### src/rtl/fp_divsqrt_reservation_ctrl.sv
// Per-lane FREE/RESERVED/BUSY/FINISHED occupancy control for the iterative FP div/sqrt core.
// Optional watchdog enabled by defining FP_DIVSQRT_WATCHDOG_EN.
module fp_divsqrt_reservation_ctrl #(
    parameter int unsigned ISSUE_WIDTH = 1,
    parameter int unsigned AL_IDX_W    = 6,
    parameter int unsigned DATA_W      = 64,
    parameter int unsigned WDOG_CYCLES = 64
) (
    input  logic                                 clk,
    input  logic                                 rst_n,
    input  logic [ISSUE_WIDTH-1:0]               acquire_i,
    input  logic [ISSUE_WIDTH-1:0][AL_IDX_W-1:0] acquire_ptr_i,
    input  logic [ISSUE_WIDTH-1:0]               req_i,
    input  logic [ISSUE_WIDTH-1:0]               stall_i,
    input  logic [ISSUE_WIDTH-1:0]               release_i,
    input  logic                                 flush_i,
    input  logic [AL_IDX_W-1:0]                  flush_ptr_i,
    input  logic [AL_IDX_W-1:0]                  head_ptr_i,
    output logic [ISSUE_WIDTH-1:0]               core_start_o,
    output logic [ISSUE_WIDTH-1:0]               core_kill_o,
    input  logic [ISSUE_WIDTH-1:0]               core_done_i,
    input  logic [ISSUE_WIDTH-1:0][DATA_W-1:0]   core_data_i,
    input  logic [ISSUE_WIDTH-1:0][4:0]          core_fflags_i,
    output logic [ISSUE_WIDTH-1:0]               free_o,
    output logic [ISSUE_WIDTH-1:0]               reserved_o,
    output logic [ISSUE_WIDTH-1:0]               busy_o,
    output logic [ISSUE_WIDTH-1:0]               finished_o,
    output logic [ISSUE_WIDTH-1:0][DATA_W-1:0]   data_o,
    output logic [ISSUE_WIDTH-1:0][4:0]          fflags_o,
    output logic [ISSUE_WIDTH-1:0]               wdog_err_o
);

    typedef enum logic [1:0] {StFree, StReserved, StBusy, StFinished} state_e;

    state_e                              state_q [ISSUE_WIDTH];
    logic [ISSUE_WIDTH-1:0][AL_IDX_W-1:0] ptr_q;
    logic [ISSUE_WIDTH-1:0][DATA_W-1:0]   data_q;
    logic [ISSUE_WIDTH-1:0][4:0]          fflags_q;
    logic [ISSUE_WIDTH-1:0]               flushed;
    logic [ISSUE_WIDTH-1:0]               wdog_fire;
    logic [AL_IDX_W-1:0]                  flush_age;

    // Ages are distances from the head; modular subtraction handles pointer wrap.
    assign flush_age = flush_ptr_i - head_ptr_i;

`ifdef FP_DIVSQRT_WATCHDOG_EN
    localparam int unsigned WdogW = (WDOG_CYCLES > 1) ? $clog2(WDOG_CYCLES) : 1;
    logic [ISSUE_WIDTH-1:0][WdogW-1:0] cnt_q;
    logic [ISSUE_WIDTH-1:0]            wdog_err_q;
    assign wdog_err_o = wdog_err_q;
`else
    assign wdog_err_o = '0;
`endif

    always_comb begin
        flushed      = '0;
        wdog_fire    = '0;
        core_start_o = '0;
        core_kill_o  = '0;
        for (int i = 0; i < ISSUE_WIDTH; i++) begin
            flushed[i] = flush_i && (state_q[i] != StFree) &&
                         ((ptr_q[i] - head_ptr_i) >= flush_age);
`ifdef FP_DIVSQRT_WATCHDOG_EN
            wdog_fire[i] = (state_q[i] == StBusy) && !flushed[i] && !core_done_i[i] &&
                           (cnt_q[i] == WdogW'(WDOG_CYCLES - 1));
`endif
            core_start_o[i] = (state_q[i] == StReserved) && !flushed[i] && !release_i[i] &&
                              req_i[i] && !stall_i[i];
            // A same-cycle done means the core already stopped; no kill needed.
            core_kill_o[i]  = ((state_q[i] == StBusy) && flushed[i] && !core_done_i[i]) ||
                              wdog_fire[i];
        end
    end

    always_ff @(posedge clk or negedge rst_n) begin
        if (!rst_n) begin
            for (int i = 0; i < ISSUE_WIDTH; i++) state_q[i] <= StFree;
            ptr_q    <= '0;
            data_q   <= '0;
            fflags_q <= '0;
`ifdef FP_DIVSQRT_WATCHDOG_EN
            cnt_q      <= '0;
            wdog_err_q <= '0;
`endif
        end else begin
            for (int i = 0; i < ISSUE_WIDTH; i++) begin
                unique case (state_q[i])
                    StFree: begin
                        if (acquire_i[i]) begin
                            state_q[i] <= StReserved;
                            ptr_q[i]   <= acquire_ptr_i[i];
                        end
                    end
                    StReserved: begin
                        if (flushed[i] || release_i[i]) begin
                            state_q[i] <= StFree;
                        end else if (core_start_o[i]) begin
                            state_q[i] <= StBusy;
`ifdef FP_DIVSQRT_WATCHDOG_EN
                            cnt_q[i] <= '0;
`endif
                        end
                    end
                    StBusy: begin
                        if (flushed[i]) begin
                            state_q[i] <= StFree;
                        end else if (core_done_i[i]) begin
                            state_q[i]  <= StFinished;
                            data_q[i]   <= core_data_i[i];
                            fflags_q[i] <= core_fflags_i[i];
                        end else if (wdog_fire[i]) begin
                            state_q[i]  <= StFinished;
                            data_q[i]   <= '0;
                            fflags_q[i] <= '0;
`ifdef FP_DIVSQRT_WATCHDOG_EN
                            wdog_err_q[i] <= 1'b1;
`endif
                        end else begin
`ifdef FP_DIVSQRT_WATCHDOG_EN
                            cnt_q[i] <= cnt_q[i] + 1'b1;
`endif
                        end
                    end
                    StFinished: begin
                        if (flushed[i] || release_i[i]) state_q[i] <= StFree;
                    end
                    default: state_q[i] <= StFree;
                endcase
            end
        end
    end

    always_comb begin
        for (int i = 0; i < ISSUE_WIDTH; i++) begin
            free_o[i]     = (state_q[i] == StFree);
            reserved_o[i] = (state_q[i] == StReserved);
            busy_o[i]     = (state_q[i] == StBusy);
            finished_o[i] = (state_q[i] == StFinished);
        end
    end

    assign data_o   = data_q;
    assign fflags_o = fflags_q;

endmodule

### config.mk
export PLATFORM = sky130hd
export DESIGN_NAME = fp_divsqrt_reservation_ctrl
export DESIGN_NICKNAME = d
export VERILOG_FILES = /design/src/rtl/fp_divsqrt_reservation_ctrl.sv
export SDC_FILE = /design/constraint.sdc
export NUM_CORES = 1
export LEC_CHECK = 0
export CAP_MARGIN = 20
export CORE_ASPECT_RATIO = 0.75
export CORE_MARGIN = 2
export CORE_UTILIZATION = 41
export DETAILED_ROUTE_END_ITERATION = 10
export GPL_ROUTABILITY_DRIVEN = 0
export PLACE_DENSITY = 0.79
export SYNTH_ARGS = -nofsm -noshare
export SYNTH_HDL_FRONTEND = slang
export SYNTH_SLANG_ARGS = --single-unit
### constraint.sdc
create_clock -name clk -period 4 [get_ports clk]
set_input_delay 0.4 -clock clk [delete_from_list [all_inputs] [get_ports clk]]
set_output_delay 0.4 -clock clk [all_outputs]
set_load 0.01 [all_outputs]
# Word level (Yosys, flattened, before mapping)
# Cells that the tools add are included.
# W data, S select, Z words.
[op_classes]
add_sub_neg = 2
n_mux = 7
reduce_logical = 18
bitwise = 1
order_cmp = 1
eq_ne = 7
[op_table]
columns = ["cell", "count"]
rows = [
  ["$mux W2", 6],
  ["$sub A6 B6 Y6", 2],
  ["$logic_and A1 B1 Y1", 8],
  ["$pmux W2 S4", 1],
  ["$ge A6 B6 Y1", 1],
  ["$ne A3 B2 Y1 const B", 2],
  ["$eq A2 B2 Y1 const B", 2],
  ["$logic_not A1 Y1", 4],
  ["$reduce_and A4 Y1", 1],
  ["$reduce_and A3 Y1", 1],
  ["$eq A2 B1 Y1 const B", 1],
  ["$logic_not A2 Y1", 1],
  ["$ne A2 B1 Y1 const B", 1],
  ["$ne A2 B2 Y1 const B", 1],
  ["$reduce_and A2 Y1", 1],
  ["$reduce_bool A2 Y1", 1],
  ["$logic_or A1 B1 Y1", 1],
  ["$not A1 Y1", 1],
]
[word_totals]
reg_bits = 77
output_inout_bits = 76
inputBits = 95

# Logic depth before layout (Yosys ltp)
[depth]
ltp_word = 11
ltp_mapped = 15
mapped_depth_nobuf = 13

# Least setup slack after synthesis
# OpenSTA, ideal clock, no wires.
[synth_path]
path_kind = "input -> register"
start = "input port head_ptr_i[1]"
end = "register data_q, in the netlist data_o[0]"
arrival_ns = 3.057
path_buffers = 2
slack_ns = 0.816
cell_stages = 13
path_cell_list = "inv_1 > ha_1 > nor2b_1 > o21a_1 > o2111a_1 > a211oi_1 > ha_1 > and3_1 > and3_4 > a211oi_4 > buf_6 > buf_6 > mux2_1"
[synth_between]
elab_chain_len = 5
[synth_rtl]
columns = ["element", "line", "text"]
rows = [
  ["from (decl)", "18", "input logic [AL_IDX_W-1:0] head_ptr_i,"],
  ["$sub A6 B6 Y6, on equally long branches", "62, 44", ""],
  ["$ge A6 B6 Y1 (*)", "62", "((ptr_q[i] - head_ptr_i) >= flush_age);"],
  ["$logic_and A1 B1 Y1 (*)", "61", "flushed[i] = flush_i && (state_q[i] != StFree) &&"],
  ["$not A1 Y1 (no source line) (*)", "n/a", ""],
  ["$reduce_and A3 Y1 (no source line) (*)", "n/a", ""],
  ["to (signal, indexed assignment)", "109", "data_q[i] <= core_data_i[i];"],
  ["to (decl)", "37", "logic [ISSUE_WIDTH-1:0][DATA_W-1:0] data_q;"],
]
# Mark *: on every way between the ends. The rest lies on a longest branch, timed or not.
# A chain may end at the register's enable or synchronous reset.

# Final worst setup path
[layout_path]
start = "input port head_ptr_i[1]"
end = "output port core_start_o"
[layout_between]
elab_chain_len = 8
[layout_rtl]
columns = ["element", "line", "text"]
rows = [
  ["$sub A6 B6 Y6, on equally long branches", "62, 44", ""],
  ["$ge A6 B6 Y1 (*)", "62", ""],
  ["$logic_and A1 B1 Y1 (*)", "61", ""],
  ["$logic_not A1 Y1 (*)", "67", "core_start_o[i] = (state_q[i] == StReserved) && !flushed[i] && !release_i[i] &&"],
  ["$logic_and A1 B1 Y1 (*) (3 in a row)", "67", ""],
  ["$logic_and A1 B1 Y1 (*)", "68", "req_i[i] && !stall_i[i];"],
  ["to (decl)", "19", "output logic [ISSUE_WIDTH-1:0] core_start_o,"],
]
# Marks and branches as above.

==> impl_metrics.json <==
{
  "outcome": "finished, final reports clean",
  "overflow": 0,
  "gr-usage-all-layers": 0.190,
  "pwr_density_cell_mw_per_mm2": 735,
  "cts_tree": "yes",
  "yosys.area.top_type_share": 0.538,
  "vdd_drop_max_mv": 0.410,
  "ant_nets": 0,
  "period_minus_slack_ns": 3.68,
  "max_freq_mhz": 272,
  "slew_violations": 0,
  "drcViolationCount": 0,
  "drive_gt1_frac": 0.207,
  "setup_viol": 0,
  "clkTransAtPathRegs_ns": 0.06,
  "nFillCells": 641,
  "ys_ff_latch": 77,
  "fin_crit_sh": 0.920,
  "via_per_inst": 4.89,
  "drtIter0Drc": 107,
  "num_vias": 2676,
  "critPathRequiredTime_ns": 3.60,
  "synth.area.top_cells": "dfrtp_1 54%, mux2_2 20%, ha_1 5.6%",
  "avgSynthCellArea_um2": 13.8,
  "startpoint_type": "input pin",
  "leakagePower_nw": 2.46,
  "die_y_um": 85.0,
  "whs_ns": 0.228,
  "grt_antenna_before_repair": 0,
  "internal_power_mw": 2.86,
  "dp_hpwl_mm": 6.70,
  "rows": 29,
  "wl_per_cell_um": 15.9,
  "switching_share": 0.316,
  "yosys-top-cells-count": "77 x dfrtp_1, 64 x mux2_2, 16 x ha_1",
  "ys_warn_count": 0,
  "p_seq_frac": 0.325,
  "synthFlopType": "dfrtp_1",
  "finalHoldViolCount": 0,
  "worstHoldPathType": "in -> async",
  "post_cts_buffers": 0,
  "synthArstFlopShare": 1.00,
  "synth_top_area_cell": "dfrtp_1",
  "dr.pass1.iters": 4,
  "io_buffers": 169,
  "postCtsHoldBufs": 0,
  "antenna-diode-count": 0,
  "htree_num_levels": 3,
  "ys_types": 43,
  "worstPathMaxFanout": 4,
  "critical_path_class": "in -> out",
  "rsz0062_at_grt": "false",
  "cts_root_buffer": "clkbuf_16",
  "seq_area_frac_synth": 0.538,
  "clock_sinks": 77,
  "worst_pin_slew_ns": 0.954,
  "cts_inserted_buffers": 9,
  "relSlewSlack": 0.364,
  "combPwrFrac": 0.479,
  "synth_edf_count": 0,
  "clk-insertion-delay-late_ns": 0.33,
  "worstPathArrival_ns": 3.28,
  "fin_cells": 547,
  "synth_most_common_cell": "dfrtp_1",
  "endpoint_kind": "primary output",
  "p_sw_mw": 1.32,
  "synthesis.area_mm2": 0.00358,
  "synthesis.nets": 373,
  "grt_max_degree": 78,
  "die_area_mm2": 0.00951,
  "fin_skew_ns": 0.00603,
  "start_util": 0.424,
  "clockBufferDepth": 2,
  "core_mm2": 0.00845,
  "die_w_um": 112,
  "syn-instance-count": 260,
  "grt_pass1_wl_mm": 14.4,
  "io_pins": 171,
  "placed_cells": 531,
  "clockPowerShare": 0.196,
  "total_power_mw": 4.19,
  "nNetsFinal": 547,
  "totalWireLength_mm": 8.70,
  "grt_pass1_vias": 2906,
  "syn2layout_area_growth_pct": 59.1,
  "cap_violations": 0
}
-- area by class of cell --
class                           count  area (µm²)  share of cell area
Multi-Input combinational cell    158        1530               0.268
Clock buffer                        9         225              0.0395
Inverter                           15        56.3             0.00988
Timing Repair Buffer              173        1750               0.306
Sequential cell                    77        1930               0.338
Clock inverter                      7        80.1              0.0141
Tap cell                          108         135              0.0237
-- worst paths after layout --
check,slack (ns),endpoint,from,cells after the start
setup reg to reg,0.74,data_o[33]$_DFFE_PN0P_,ptr_q[0]$_DFFE_PN0P_,14
max in group asynchronous,3.16,ptr_q[3]$_DFFE_PN0P_,rst_n,1
setup / recovery,0.32,core_start_o,head_ptr_i[1],13
hold / removal,0.23,data_o[7]$_DFFE_PN0P_,rst_n,1
hold reg to reg,0.49,data_o[7]$_DFFE_PN0P_,data_o[7]$_DFFE_PN0P_,1
min in group clk,0.49,data_o[7]$_DFFE_PN0P_,data_o[7]$_DFFE_PN0P_,1
-- stage by stage --
stage	area, µm²	setup slack (ns)	TNS (ns)	util
6_report	5700	0.319	0	0.674
5_1_grt	5700	0.124	0	0.674
4_1_cts	5690	0.0990	0	0.673
3_5_place_dp	5390	-0.0539	-0.0539	0.637
3_3_place_gp	5390	0.0340	0	0.637
2_1_floorplan	3580	0.816	0	-
-- kinds of logic (layout without fill, tap and decap cells) --
logic type	after synthesis	after routing	share of synthesized area
other cells	1	1	0.00105
fa+ha+maj	18	18	0.0671
simple gates	28	28	0.0444
flops	77	77	0.538
xor+xnor	7	7	0.0171
compound gates	29	29	0.0601
buf+inv	25	204	0.0370
mux	75	75	0.235
-- registers in the layout, summed over array words and instances, names as in the netlist --
| name | cells |
|---|---|
| data_o | 64 |
| ptr_q | 6 |
| fflags_o | 5 |
| state_q | 2 |
-- critical path, cell delays in order --
cell and delay, ns:
clkdlybuf4s50_1 0.45, inv_1 0.09, ha_1 0.28, nor2b_1 0.13, o21a_1 0.19, o2111a_1 0.23
a211oi_1 0.21, ha_1 0.32, a21oi_2 0.17, o22a_1 0.22, o21ai_2 0.09, nor4_1 0.21
dlygate4sd2_1 0.30
-- layer usage --
metal  global-route usage  routed length [µm]  vias up
met1                0.243                3870     1265
met4               0.0455                  85        0
met2                0.296                3770      123
met3               0.0929                 968       10
met5                    0                   0        -
li1                     -                   -     1278
-- cell usage in the layout (no fill, tap or decap), drive strengths merged, types with 3 or more instances in the layout --
master | synthesis | layout
a21oi | 6 | 6
o21ai | 4 | 4
nor2b | 4 | 4
nand2 | 3 | 3
ha | 16 | 16
buf | 9 | 5
nor2 | 5 | 5
a211oi | 4 | 4
mux2 | 74 | 74
xor2 | 5 | 5
inv | 15 | 19
o21a | 3 | 3
nor3 | 3 | 3
clkbuf | 1 | 9
and3 | 3 | 3
dfrtp | 77 | 77
clkdlybuf4s50 | 0 | 166
-- power by group through the flow --
stage          Combinational, mW  Sequential [mW]  Clock, mW
2_1_floorplan              0.832             1.51          0
5_1_grt                     2.17             1.42      0.883
6_report                    2.00             1.36      0.821
3_3_place_gp                1.96             1.36          0
3_5_place_dp                1.99             1.38          0
4_1_cts                     2.01             1.37      0.846
-- timing repair --
item / 4_1_cts / 5_1_grt
pin swaps: 0 / 2
endpoints found under the setup margin: 2 / 1
gates resized for setup: 2 / 3
Power figures use the tool's default switching activity.
